--- src/rtl/dmem_pkg.sv ---
// Shared constants, region enum and byte-merge helper for the data-memory responder.
// The timer window is enabled by DMEM_MMIO_EN; the package itself does not depend on it.
package dmem_pkg;

  localparam logic [3:0] OFF_COUNT  = 4'h0;
  localparam logic [3:0] OFF_CMP    = 4'h4;
  localparam logic [3:0] OFF_STATUS = 4'h8;

  localparam int ST_MATCH = 0;
  localparam int ST_FAULT = 1;

  typedef enum logic [1:0] {
    REG_RAM,
    REG_MMIO,
    REG_NONE
  } region_e;

  // Lane n takes newWord when be[n] is set, otherwise keeps oldWord.
  function automatic logic [31:0] byteMerge(input logic [31:0] oldWord,
                                            input logic [31:0] newWord,
                                            input logic [3:0]  be);
    logic [31:0] merged;
    merged = oldWord;
    for (int n = 0; n < 4; n++) begin
      if (be[n]) merged[8*n +: 8] = newWord[8*n +: 8];
    end
    return merged;
  endfunction

endpackage

--- src/rtl/dmem_responder_mmio_timer.sv ---
// Memory-mapped timer: free-running COUNT, CMP and the sticky MATCH flag driving irq.
// Instantiated by dmem_responder only when DMEM_MMIO_EN is defined.
module mmio_timer
  import dmem_pkg::*;
(
  input  logic        clk_i,
  input  logic        rst_i,
  input  logic        wrCount_i,
  input  logic        wrCmp_i,
  input  logic        wrStatus_i,
  input  logic [3:0]  be_i,
  input  logic [31:0] wdata_i,
  input  logic [3:0]  rdOffset_i,
  output logic [31:0] rdata_o,
  output logic        irq_o
);

  logic [31:0] count_q, count_d;
  logic [31:0] cmp_q, cmp_d;
  logic        match_q, match_d;

  // A same-cycle match beats a W1C clear, so the set is applied last.
  always_comb begin
    count_d = count_q + 32'd1;
    if (wrCount_i) count_d = byteMerge(count_q, wdata_i, be_i);
    cmp_d = cmp_q;
    if (wrCmp_i) cmp_d = byteMerge(cmp_q, wdata_i, be_i);
    match_d = match_q;
    if (wrStatus_i && be_i[0] && wdata_i[ST_MATCH]) match_d = 1'b0;
    if (count_q == cmp_q) match_d = 1'b1;
  end

  always_ff @(posedge clk_i or posedge rst_i) begin
    if (rst_i) begin
      count_q <= 32'h0000_0000;
      cmp_q   <= 32'hFFFF_FFFF;
      match_q <= 1'b0;
    end else begin
      count_q <= count_d;
      cmp_q   <= cmp_d;
      match_q <= match_d;
    end
  end

  always_comb begin
    rdata_o = '0;
    case (rdOffset_i)
      OFF_COUNT:  rdata_o = count_q;
      OFF_CMP:    rdata_o = cmp_q;
      OFF_STATUS: rdata_o[ST_MATCH] = match_q;
      default:    rdata_o = '0;
    endcase
  end

  assign irq_o = match_q;

endmodule

--- src/rtl/dmem_responder.sv ---
// Data-memory responder: byte-lane RAM, sticky access-fault flag and, with
// DMEM_MMIO_EN defined, a memory-mapped timer window at MMIO_BASE.
module dmem_responder
  import dmem_pkg::*;
#(
  parameter int          DEPTH_WORDS = 64,
  parameter logic [31:0] MMIO_BASE   = 32'hFFFF_0000
) (
  input  logic        clk,
  input  logic        reset,
  input  logic        MemWrite,
  input  logic [3:0]  be,
  input  logic [31:0] ALUResult,
  input  logic [31:0] WriteData,
  output logic [31:0] ReadData,
  output logic        fault,
  output logic        irq
);

  localparam int          AW        = $clog2(DEPTH_WORDS);
  localparam logic [31:0] RAM_BYTES = 32'(DEPTH_WORDS * 4);

  logic [31:0]   mem [DEPTH_WORDS];
  region_e       region;
  logic [AW-1:0] wordIdx;
  logic          faultSet, faultClr;
  logic          fault_q, fault_d;
  logic          unusedBits;

  assign wordIdx = ALUResult[AW+1:2];

  always_comb begin
    region = REG_NONE;
    if (ALUResult < RAM_BYTES) region = REG_RAM;
`ifdef DMEM_MMIO_EN
    else if (ALUResult[31:4] == MMIO_BASE[31:4]) region = REG_MMIO;
`endif
  end

  // RAM is deliberately not reset; a store seen while reset is high is dropped.
  always_ff @(posedge clk) begin
    if (!reset && MemWrite && (region == REG_RAM)) begin
      for (int n = 0; n < 4; n++) begin
        if (be[n]) mem[wordIdx][8*n +: 8] <= WriteData[8*n +: 8];
      end
    end
  end

`ifdef DMEM_MMIO_EN
  logic [3:0]  mmioOff;
  logic        mmioWr;
  logic [31:0] timerRdata;
  logic        timerIrq;

  assign mmioOff    = {ALUResult[3:2], 2'b00};
  assign mmioWr     = MemWrite && (region == REG_MMIO);
  assign unusedBits = ^ALUResult[1:0];

  mmio_timer uTimer (
    .clk_i      (clk),
    .rst_i      (reset),
    .wrCount_i  (mmioWr && (mmioOff == OFF_COUNT)),
    .wrCmp_i    (mmioWr && (mmioOff == OFF_CMP)),
    .wrStatus_i (mmioWr && (mmioOff == OFF_STATUS)),
    .be_i       (be),
    .wdata_i    (WriteData),
    .rdOffset_i (mmioOff),
    .rdata_o    (timerRdata),
    .irq_o      (timerIrq)
  );

  assign irq = timerIrq;
  assign faultClr = mmioWr && (mmioOff == OFF_STATUS) && be[0] && WriteData[ST_FAULT];
`else
  assign unusedBits = ^{ALUResult[1:0], MMIO_BASE};
  assign irq        = 1'b0;
  assign faultClr   = 1'b0;
`endif

  // Idle cycles drive be=0 with no store, so they never raise the fault.
  always_comb begin
    faultSet = (region == REG_NONE) && (MemWrite || (be != 4'b0000));
    fault_d  = fault_q;
    if (faultClr) fault_d = 1'b0;
    if (faultSet) fault_d = 1'b1;
  end

  always_ff @(posedge clk or posedge reset) begin
    if (reset) fault_q <= 1'b0;
    else       fault_q <= fault_d;
  end

  assign fault = fault_q;

  always_comb begin
    ReadData = '0;
    case (region)
      REG_RAM: ReadData = mem[wordIdx];
`ifdef DMEM_MMIO_EN
      REG_MMIO: begin
        ReadData = timerRdata;
        if (mmioOff == OFF_STATUS) ReadData[ST_FAULT] = fault_q;
      end
`endif
      default: ReadData = '0;
    endcase
  end

endmodule

--- config.mk ---
export PLATFORM = sky130hd
export DESIGN_NAME = dmem_responder
export DESIGN_NICKNAME = d
export VERILOG_FILES = /design/src/rtl/dmem_pkg.sv /design/src/rtl/dmem_responder_mmio_timer.sv /design/src/rtl/dmem_responder.sv
export SDC_FILE = /design/constraint.sdc
export NUM_CORES = 2
export LEC_CHECK = 0
export ABC_AREA = 1
export BUFFER_PORTS_ARGS = -buffer_cell sky130_fd_sc_hd__buf_2
export CAP_MARGIN = 20
export CORE_ASPECT_RATIO = 1.75
export CORE_MARGIN = 5
export CORE_UTILIZATION = 62
export CTS_BUF_LIST = sky130_fd_sc_hd__clkbuf_16
export DETAILED_ROUTE_END_ITERATION = 16
export PLACE_DENSITY_LB_ADDON = 0.2
export RECOVER_POWER = 25
export SLEW_MARGIN = 40
export SYNTH_ARGS = -nofsm -noshare
export SYNTH_HDL_FRONTEND = slang
export SYNTH_SLANG_ARGS = --single-unit
--- constraint.sdc ---
create_clock -name clk -period 3 [get_ports clk]
set_input_delay 0 -clock clk [delete_from_list [all_inputs] [get_ports clk]]
set_output_delay 0 -clock clk [all_outputs]
set_load 0.05 [all_outputs]
==> impl_metrics.toml <==
[synth]
synth_top_area_cell = "edfxtp_1"
synth_top_cells_by_count = "3366 x nand2_1, 2048 x edfxtp_1, 842 x inv_1"
synth_enable_flop_cells = 2048
async_flop_share = 0.000488
postSynthCellCount = 8257
ys_seq_elements = 2049
ys_top_cells_by_area = "edfxtp_1 71%, nand2_1 15%, inv_1 3.7%, nand3_1 3.3%, nor2_1 3.1%"
yosysMostFrequentCell = "nand2_1"
ys.flop_type = "edfxtp_1"
synth.cell_area_um2 = 86600
synth_top_area_share = 0.710
synth.avg_cell_area_um2 = 10.5
synth_nets = 8328
ys_warn_count = 0
synth_cell_types = 29
synth-seq-area-share = 0.711

[die]
die-area_um2 = 148000
rows = 181
die-width_um = 292
die_height_um = 504
io_pins = 105
core_area_um2 = 139000
initial_core_util = 0.624

[final_layout]
drive_gt1_frac = 0.0906
seq_area_um2 = 61500
multi_input_area_um2 = 19900
syn2layout_area_growth_pct = 12.6
layout.nets = 8683
fillers = 9566

[worst_setup_path]
reg2reg_slack_ns = 2.41
cp-end-kind = "output port"
critPathKind = "register to output port"
crit_path_start_kind = "register"
rr_worst_depth = 2
crit_path_frequent_cell = "nand2_1"
r2r-end = "fault"
cp_slowest_stage_delay_ns = 0.64
path_cells = "inv_1 -> nand2_1 -> nand2_1 -> nand2_1 -> nand2_1 -> nand2_1 -> nand2_1 -> nand2_1 -> nand2_1 -> inv_1 -> nand3_1 -> nor2_1 -> buf_12"
crit_required_ns = 3.00
r2r_start = "fault"
cp_max_fo = 1
arrival_ns = 2.85
cp_slowest_cell = "nor2_1"

[placement]
place_hpwl_mm = 159
detailedPlace.worstSlack_ns = 0.240
gp_congestion = 0.943
port_buffers = 101

[clock_network]
cts_setup_buffers = 0
cts.sinks = 2049
path_clk_slew_ns = 0.07
cts_buffers = 169
clockBufferDepth = 3
cts_root_buf = "clkbuf_16"
cts_tree = "done"
cts_hold_buf = 37
cts_resized = 0
h-tree-depth = 4
clkLatencyLatePin_ns = 0.80

[outcome]
violations = "hold timing, capacitance limit, slew limit"
status = "complete, but fails checks"

[sta]
relSlewSlack = -1.02
min_period_ns = 2.85
finalClockSkew_ns = 0
max_clock_freq_mhz = 350
rsz0062_at_grt = "false"
hold_viol_final = 2
finalSetupViolCount = 0
tns_ns = 0
timing.final.crit_share = 0.951
setup_slack_ns = 0.146
worst_slew_pin_slew_ns = 3.03
drv_slew = 1018
holdWs_ns = -0.000674

[global_route]
grt_max_degree = 132
grt_pass1_vias = 58700
grt_usage = 0.325
antenna_found_initial = 10
grt_pass1_wl_mm = 357
overflow = 0

[min_path]
min_from = "be[2]"
worstHoldPathType = "input port to register"
hold_path_depth = 5
hold_path_end = "mem[31][21]"

[route]
first_iter_violations = 6535
drc = 0
vias = 60200
drt-pass1-iter-count = 7
avgViaCountPerCell = 5.69
wirelength_mm = 243
wl_per_cell_um = 23.0
antenna_left = 0

[pwr]
leakage_uw = 0.0400
cellPowerDensity_nw_per_um2 = 582
p_seq_frac = 0.555
max-vdd-ir-drop_v = 0.000622
clkPwrFrac = 0.389
p_int_uw = 44500
p_sw_frac = 0.216
p_switching_uw = 12300
power_uw = 56700
p_comb_frac = 0.056

[run]
maxCapViolations = 22
==> worst max-delay path by stage <==
stage / from / to / slack (ns) / depth (start not counted)
2_1_floorplan: ALUResult[13] / mem[57][0] / 1.22 / 9
3_3_place_gp: ALUResult[4] / mem[5][28] / 0.27 / 7
3_5_place_dp: ALUResult[4] / mem[5][28] / 0.24 / 7
4_1_cts: mem[8][23] / ReadData[23] / 0.15 / 13
5_1_grt: mem[15][12] / ReadData[12] / 0.04 / 14
6_report: mem[10][23] / ReadData[23] / 0.15 / 13
==> sequential cells by signal, indices dropped and copies added (netlist names) <==
signal,cells
mem,2048
fault,1
==> layout by cell type (no fill, tap or decap), types with 64 or more instances in the layout <==
master     count
buf_4        402
buf_12        64
inv_1        880
nand2_1     3366
o21ai_0       93
nor2_1       698
nand3_1      578
nand4_1      101
edfxtp_1    2048
clkbuf_16    175
==> layout make-up <==
class | count | share of cell area
multi-input cells | 4943 | 0.204
inverters | 853 | 0.0330
clock inverters | 125 | 0.0111
diodes | 9 | 0.000231
flip-flops and latches | 2049 | 0.631
well taps | 1830 | 0.0235
clock buffers | 175 | 0.0449
repair buffers | 596 | 0.0525
==> critical path: cells and delay by family, from the launching register on <==
family / cells / cell delay (ns)
buf+inv: 3 / 0.36
flops: 1 / 0.34
simple gates: 10 / 1.34
==> per-stage QoR <==
stage	area (um^2)	utilization	cells	hold slack [ns]
2_1_floorplan	86600	-	8257	-0.263
3_3_place_gp	91700	0.660	10200	-0.159
3_5_place_dp	91700	0.661	10200	-0.152
4_1_cts	97500	0.703	10600	0.0543
5_1_grt	97500	0.702	10600	0.0126
6_report	97500	0.702	10600	-0.000674
==> power groups by stage <==
| stage | Combinational, uW | Sequential (uW) | Clock [uW] |
|---|---|---|---|
| after floorplan | 1620 | 32100 | 0 |
| after global placement | 2990 | 32100 | 0 |
| after detailed placement | 3070 | 32100 | 0 |
| after CTS | 3130 | 31500 | 22200 |
| after global routing | 3400 | 31500 | 23400 |
| final | 3150 | 31500 | 22100 |
==> cells by family (layout without fill, tap and decap cells) <==
group,Yosys count,after routing,synth area share
compound gates,164,164,0.00951
buf+inv,1265,1749,0.0606
flops,2049,2049,0.711
other cells,1,10,0.0000433
simple gates,4778,4778,0.219
==> routing by layer <==
layer  vias up  global-route usage  part of all wire
li1      27500                   -                 -
met1     28700               0.377              0.33
met2      3140               0.551              0.50
met3       798              0.0593             0.090
met4         2               0.216             0.082
met5         -                   0          0.000054
Note: power is estimated with default switching activity, not from simulation.
